--- config.mk ---
export PLATFORM = sky130hd
export DESIGN_NAME = gf2m_systolic_ctrl_flat
export DESIGN_NICKNAME = d
export VERILOG_FILES = /design/src/rtl/gf2m_systolic_ctrl_if.sv /design/src/rtl/gf2m_systolic_ctrl.sv /design/src/flat_wrapper.sv
export SDC_FILE = /design/constraint.sdc
export NUM_CORES = 1
export LEC_CHECK = 0
export ABC_AREA = 1
export BUFFER_PORTS_ARGS = -buffer_cell sky130_fd_sc_hd__buf_2
export CORE_MARGIN = 5
export CORE_UTILIZATION = 43
export DETAILED_ROUTE_END_ITERATION = 7
export GPL_TIMING_DRIVEN = 0
export PLACE_DENSITY = 0.74
export SLEW_MARGIN = 25
export SYNTH_ARGS = -nofsm -noshare
export SYNTH_HDL_FRONTEND = slang
export SYNTH_SLANG_ARGS = --single-unit
--- constraint.sdc ---
create_clock -name clk -period 1.45 [get_ports clk]
set_clock_uncertainty 0.2 [all_clocks]
set_input_delay 0 -clock clk [delete_from_list [all_inputs] [get_ports clk]]
set_output_delay 0 -clock clk [all_outputs]
set_load 0.01 [all_outputs]
--- src/rtl/gf2m_systolic_ctrl_if.sv ---
// Operand, result and PE-array control signals of the systolic GF(2^m) multiplier controller.
// master: operand source, result consumer and array; slave: the controller itself.
interface gf2m_systolic_ctrl_if #(
    parameter int unsigned M = 4
);
    logic         in_valid;
    logic         in_ready;
    logic [M-1:0] a_in;
    logic [M-1:0] b_in;
    logic         abort;
    logic         arr_en;
    logic         arr_sel;
    logic [M-1:0] arr_a;
    logic [M-1:0] arr_f;
    logic         arr_b_bit;
    logic [M-1:0] arr_c;
    logic         out_valid;
    logic         out_ready;
    logic [M-1:0] c_out;
    logic         busy;

    modport master (
        output in_valid, a_in, b_in, abort, out_ready, arr_c,
        input  in_ready, out_valid, c_out, busy, arr_en, arr_sel, arr_a, arr_f, arr_b_bit
    );

    modport slave (
        input  in_valid, a_in, b_in, abort, out_ready, arr_c,
        output in_ready, out_valid, c_out, busy, arr_en, arr_sel, arr_a, arr_f, arr_b_bit
    );
endinterface

--- src/rtl/gf2m_systolic_ctrl.sv ---
// Sequencing controller for the bit-parallel systolic GF(2^m) multiplier: feeds B MSB first
// over M enabled cycles, waits out the array latency, then holds the product for the consumer.
module gf2m_systolic_ctrl #(
    parameter int unsigned  M       = 4,
    parameter logic [M-1:0] F_POLY  = M'(4'b0011),
    parameter int unsigned  ARR_LAT = 1
) (
    input logic             clk,
    input logic             reset,
    gf2m_systolic_ctrl_if.slave bus
);

    localparam int unsigned    KW    = (M > 1) ? $clog2(M) : 1;
    localparam int unsigned    DW    = (ARR_LAT > 0) ? $clog2(ARR_LAT + 1) : 1;
    localparam logic [KW-1:0]  KLast = KW'(M - 1);
    localparam logic [DW-1:0]  DLast = DW'((ARR_LAT > 0) ? ARR_LAT - 1 : 0);

    typedef enum logic [1:0] {StIdle, StRun, StDrain, StDone} state_e;

    state_e         state_q, state_d;
    logic [KW-1:0]  k_q, k_d;
    logic [DW-1:0]  d_q, d_d;
    logic [M-1:0]   a_q, a_d;
    logic [M-1:0]   b_q, b_d;
    logic [M-1:0]   c_q, c_d;

    always_ff @(posedge clk or posedge reset) begin
        if (reset) begin
            state_q <= StIdle;
            k_q     <= '0;
            d_q     <= '0;
            a_q     <= '0;
            b_q     <= '0;
            c_q     <= '0;
        end else begin
            state_q <= state_d;
            k_q     <= k_d;
            d_q     <= d_d;
            a_q     <= a_d;
            b_q     <= b_d;
            c_q     <= c_d;
        end
    end

    always_comb begin
        state_d = state_q;
        k_d     = k_q;
        d_d     = d_q;
        a_d     = a_q;
        b_d     = b_q;
        c_d     = c_q;
        unique case (state_q)
            StIdle: begin
                if (bus.in_valid) begin
                    a_d     = bus.a_in;
                    b_d     = bus.b_in;
                    k_d     = '0;
                    state_d = StRun;
                end
            end
            StRun: begin
                if (k_q == KLast) begin
                    k_d = '0;
                    if (ARR_LAT > 0) begin
                        d_d     = '0;
                        state_d = StDrain;
                    end else begin
                        c_d     = bus.arr_c;
                        state_d = StDone;
                    end
                end else begin
                    k_d = k_q + KW'(1);
                end
            end
            StDrain: begin
                if (d_q == DLast) begin
                    d_d     = '0;
                    c_d     = bus.arr_c;
                    state_d = StDone;
                end else begin
                    d_d = d_q + DW'(1);
                end
            end
            StDone: begin
                if (bus.out_ready) state_d = StIdle;
            end
            default: state_d = StIdle;
        endcase
        // Abort overrides everything, including an acceptance in IDLE; the last product is kept.
        if (bus.abort) begin
            state_d = StIdle;
            k_d     = '0;
            d_d     = '0;
            a_d     = a_q;
            b_d     = b_q;
            c_d     = c_q;
        end
    end

    always_comb begin
        bus.in_ready  = (state_q == StIdle);
        bus.busy      = (state_q != StIdle);
        bus.out_valid = (state_q == StDone);
        bus.arr_en    = (state_q == StRun);
        bus.arr_sel   = (state_q == StRun) && (k_q == '0);
        bus.arr_b_bit = (state_q == StRun) && b_q[KLast - k_q];
    end

    assign bus.arr_a = a_q;
    assign bus.arr_f = F_POLY;
    assign bus.c_out = c_q;

endmodule

--- src/flat_wrapper.sv ---
// flat-port wrapper written by rule: the top's interface ports become plain ports
module gf2m_systolic_ctrl_flat 
#(
    parameter int unsigned  M       = 4,
    parameter logic [M-1:0] F_POLY  = M'(4'b0011),
    parameter int unsigned  ARR_LAT = 1
)
  (clk, reset, bus_in_valid, bus_a_in, bus_b_in, bus_abort, bus_out_ready, bus_arr_c, bus_in_ready, bus_out_valid, bus_c_out, bus_busy, bus_arr_en, bus_arr_sel, bus_arr_a, bus_arr_f, bus_arr_b_bit);
  gf2m_systolic_ctrl_if #(.M(M)) bus_i ();
  input logic clk;
  input logic reset;
  input wire logic [$bits(bus_i.in_valid)-1:0] bus_in_valid;
  input wire logic [$bits(bus_i.a_in)-1:0] bus_a_in;
  input wire logic [$bits(bus_i.b_in)-1:0] bus_b_in;
  input wire logic [$bits(bus_i.abort)-1:0] bus_abort;
  input wire logic [$bits(bus_i.out_ready)-1:0] bus_out_ready;
  input wire logic [$bits(bus_i.arr_c)-1:0] bus_arr_c;
  output wire logic [$bits(bus_i.in_ready)-1:0] bus_in_ready;
  output wire logic [$bits(bus_i.out_valid)-1:0] bus_out_valid;
  output wire logic [$bits(bus_i.c_out)-1:0] bus_c_out;
  output wire logic [$bits(bus_i.busy)-1:0] bus_busy;
  output wire logic [$bits(bus_i.arr_en)-1:0] bus_arr_en;
  output wire logic [$bits(bus_i.arr_sel)-1:0] bus_arr_sel;
  output wire logic [$bits(bus_i.arr_a)-1:0] bus_arr_a;
  output wire logic [$bits(bus_i.arr_f)-1:0] bus_arr_f;
  output wire logic [$bits(bus_i.arr_b_bit)-1:0] bus_arr_b_bit;
  assign bus_i.in_valid = bus_in_valid;
  assign bus_i.a_in = bus_a_in;
  assign bus_i.b_in = bus_b_in;
  assign bus_i.abort = bus_abort;
  assign bus_i.out_ready = bus_out_ready;
  assign bus_i.arr_c = bus_arr_c;
  assign bus_in_ready = bus_i.in_ready;
  assign bus_out_valid = bus_i.out_valid;
  assign bus_c_out = bus_i.c_out;
  assign bus_busy = bus_i.busy;
  assign bus_arr_en = bus_i.arr_en;
  assign bus_arr_sel = bus_i.arr_sel;
  assign bus_arr_a = bus_i.arr_a;
  assign bus_arr_f = bus_i.arr_f;
  assign bus_arr_b_bit = bus_i.arr_b_bit;
  gf2m_systolic_ctrl #(.M(M), .F_POLY(F_POLY), .ARR_LAT(ARR_LAT)) u_core (.clk(clk), .reset(reset), .bus(bus_i));
endmodule
==> impl_metrics.toml <==
[critical_path]
critPathRequiredTime_ns = 1.25
crit_buf_inv = 2
r2r-start = "u_core.state_q[0]"
critical_path_class = "reg -> out"
crit_arrival_ns = 1.28
r2r_cells = 5
reg2reg_to = "u_core.b_q[1]"
cp-start-kind = "flip-flop"
cp_top_family = "flip-flops"
setup.worst_path.start = "u_core.state_q[0]"
r2r_slack_ns = -0.03
cp.depth = 3
critPathMaxStageDelay_ns = 0.48
path_max_fanout = 4
crit_slowest_cell = "dfrtp_2"
crit_path_end = "bus_out_valid"
worstPathCellList = "buf_4 -> ha_1 -> buf_2"
cp-end-kind = "output pin"

[clock_tree]
cts_sinks = 16
numCtsBuffers = 3
worst_skew_pair.late_latency_ns = 0.29
cts_tree = "built"
clockBufferDepth = 2
cts-root-buf = "clkbuf_4"
path_clk_slew_ns = 0.10
htree_num_levels = 1

[detailed_routing]
ant_nets = 0
vias = 866
drt_wl_total_microns = 2240
routed_via_density = 4.418
wl_per_cell_microns = 11.43
drc_errors = 0
drt_iter0_drc = 26
dr.pass1.iters = 4

[cells_and_area]
fillers = 145
drive_gt1_share_pct = 40.24
postLayoutCellArea_sq_um = 1420
area_delta_synth_final_pct = 51.94
diodes = 0
fin_nets = 194

[synth]
syn_area_sq_um = 934.6
ys_seq_area_share_pct = 42.84
avgSynthCellArea_sq_um = 8.199
synth_cells = 114
synth_area_leaders = "dfrtp_1 43%, nand2_1 13%, ha_1 9.4%, inv_1 6.8%, o21ai_2 4.7%"
ys_ff_latch = 16
synth_top_cell_area_share_pct = 42.84
ys_types = 17
yosys.area.top_type = "dfrtp_1"
synth_warnings = 0

[sta]
worst_pin_slew_ns = 0.5939
fin_crit_ns = 1.485
fin_ws_ns = -0.03469
finalMaxSlewViolations = 0
period_share_pct = 102.4
rsz0062_at_grt = "yes"
slew_headroom_pct = 60.36
report.final.hold_viol_count = 0
max_freq_mhz = 673.5
finalSetupViolCount = 10

[floorplanning]
die_area_sq_um = 3206
fp.coreArea_sq_um = 2022
die_w_microns = 56.62
initial_utilization_pct = 46.23
die_y_microns = 56.62
rows = 16
io_pins = 35

[pwr]
p_leak_uw = 0.0007763
power.total_uw = 2246
ir_drop_mv = 0.8194
power.density_nw_per_um2 = 1582

[run]
maxCapViolCount = 0

[global_routing]
grt_pass1_vias = 826
grt_use_total_pct = 14.96
grt_pass1_wl_microns = 3705
grt_overflow = 0
grt_max_degree = 17
antenna_found_initial = 0

[run_status]
status = "finished with violations"
violations = "negative setup slack"

[placement]
gp_congestion = 0.7580
placement.io_buffers = 30
dpl-instance-area_sq_um = 1129
hpwl_microns = 1394

[hold_path]
hp-class = "in -> async"
-- layout make-up --
| cell class | count | area, sq um | area share [%] |
|---|---|---|---|
| Multi-Input combinational cell | 77 | 494.2 | 34.80 |
| Sequential cell | 16 | 402.9 | 28.37 |
| Inverter | 18 | 70.07 | 4.934 |
| Buffer | 5 | 50.05 | 3.524 |
| Timing Repair Buffer | 49 | 332.8 | 23.44 |
| Tap cell | 27 | 33.78 | 2.379 |
| Clock buffer | 4 | 36.28 | 2.555 |
-- report_power, final --
group / total (uW) / switching, uW / internal, uW
Sequential: 774 / 134 / 639
Combinational: 1170 / 639 / 535
Clock: 299 / 146 / 153
Total: 2250 / 919 / 1330
-- worst min path at each step --
| stage | from | endpoint | slack (ns) |
|---|---|---|---|
| after floorplan | reset | u_core.b_q[0] | -0.29 |
| final | reset | u_core.bus.c_out[1] | 0.11 |
| after global routing | reset | u_core.b_q[3] | 0.17 |
| after detailed placement | reset | u_core.b_q[3] | -0.10 |
| after global placement | reset | u_core.bus.arr_a[2] | -0.11 |
| after CTS | reset | u_core.bus.c_out[2] | 0.14 |
-- metrics by stage --
| step | cells | worst slack (ns) | util, % | TNS [ns] | hold slack (ns) |
|---|---|---|---|---|---|
| 2_1_floorplan | 116 | 0.004633 | - | 0 | -0.2863 |
| 3_3_place_gp | 173 | -0.04937 | 55.82 | -0.2085 | -0.1076 |
| 3_5_place_dp | 173 | -0.07763 | 55.82 | -0.4850 | -0.1030 |
| 4_1_cts | 196 | -0.01321 | 68.63 | -0.01353 | 0.1354 |
| 5_1_grt | 196 | -0.08400 | 70.24 | -0.9515 | 0.1718 |
| 6_report | 196 | -0.03469 | 70.24 | -0.1585 | 0.1098 |
-- routing by layer --
metal	vias to the layer above	share of wire, %	GRT usage, %	wire [microns]
met5	-	0	0	0
met4	0	1.6	5.085	35
met3	4	5.6	3.211	125
met2	28	50	26.90	1118
met1	386	43	17.28	961
li1	448	-	-	-
-- flip-flops by register name, indices dropped and copies added (netlist names) --
register / count
u_core.b_q: 4
u_core.bus.arr_a: 4
u_core.bus.c_out: 4
u_core.k_q: 2
u_core.state_q: 2
-- synthesized netlist by cell type, drive strengths merged --
library cell / n
conb: 2
inv: 18
a21oi: 3
buf: 5
dfrtp: 16
nand3: 7
nand4: 2
a21boi: 1
nand2: 35
nor2: 10
ha: 7
o21ai: 8
-- cell families (layout without fill, tap and decap cells) --
logic type	Yosys count	after routing	share of synthesized area (%)
AOI/OAI and AO/OA	12	12	9.906
adders and majority gates	7	7	9.370
buffers and inverters	23	76	12.05
DFF	16	16	42.84
other	2	4	0.8035
and+or+nand+nor	54	54	25.03
-- cell usage in the layout (no fill, tap or decap), types with 2 or more instances in the layout --
cell type and n:
nand2_1 31, buf_2 30, dlygate4sd3_1 16, inv_1 14, dfrtp_1 14, nor2_1 9
buf_4 7, o21ai_2 6, nand3_1 5, nand2_2 4, ha_1 4, conb_1 4
inv_2 3, ha_4 3, clkbuf_4 3, a21oi_2 2, nand4_1 2, o21ai_1 2
dfrtp_2 2
-- worst reg2reg max path, stage by stage, from the launching register on --
cell and delay [ns]:
dfrtp_2 0.48, inv_2 0.10, ha_4 0.17, nand3_4 0.13
buf_12 0.19, a21oi_4 0.14
-- repair_timing --
| item | 4_1_cts | 5_1_grt |
|---|---|---|
| cloned | 0 | 0 |
| hold buffers | 16 | 0 |
| setup endpoints to repair | 16 | 16 |
| gates resized for setup | 11 | 12 |
| buffers inserted | 3 | 0 |
| hold endpoints to repair | 31 | 0 |
| pin swaps | 1 | 1 |
Note: power is estimated with default switching activity, not from simulation.
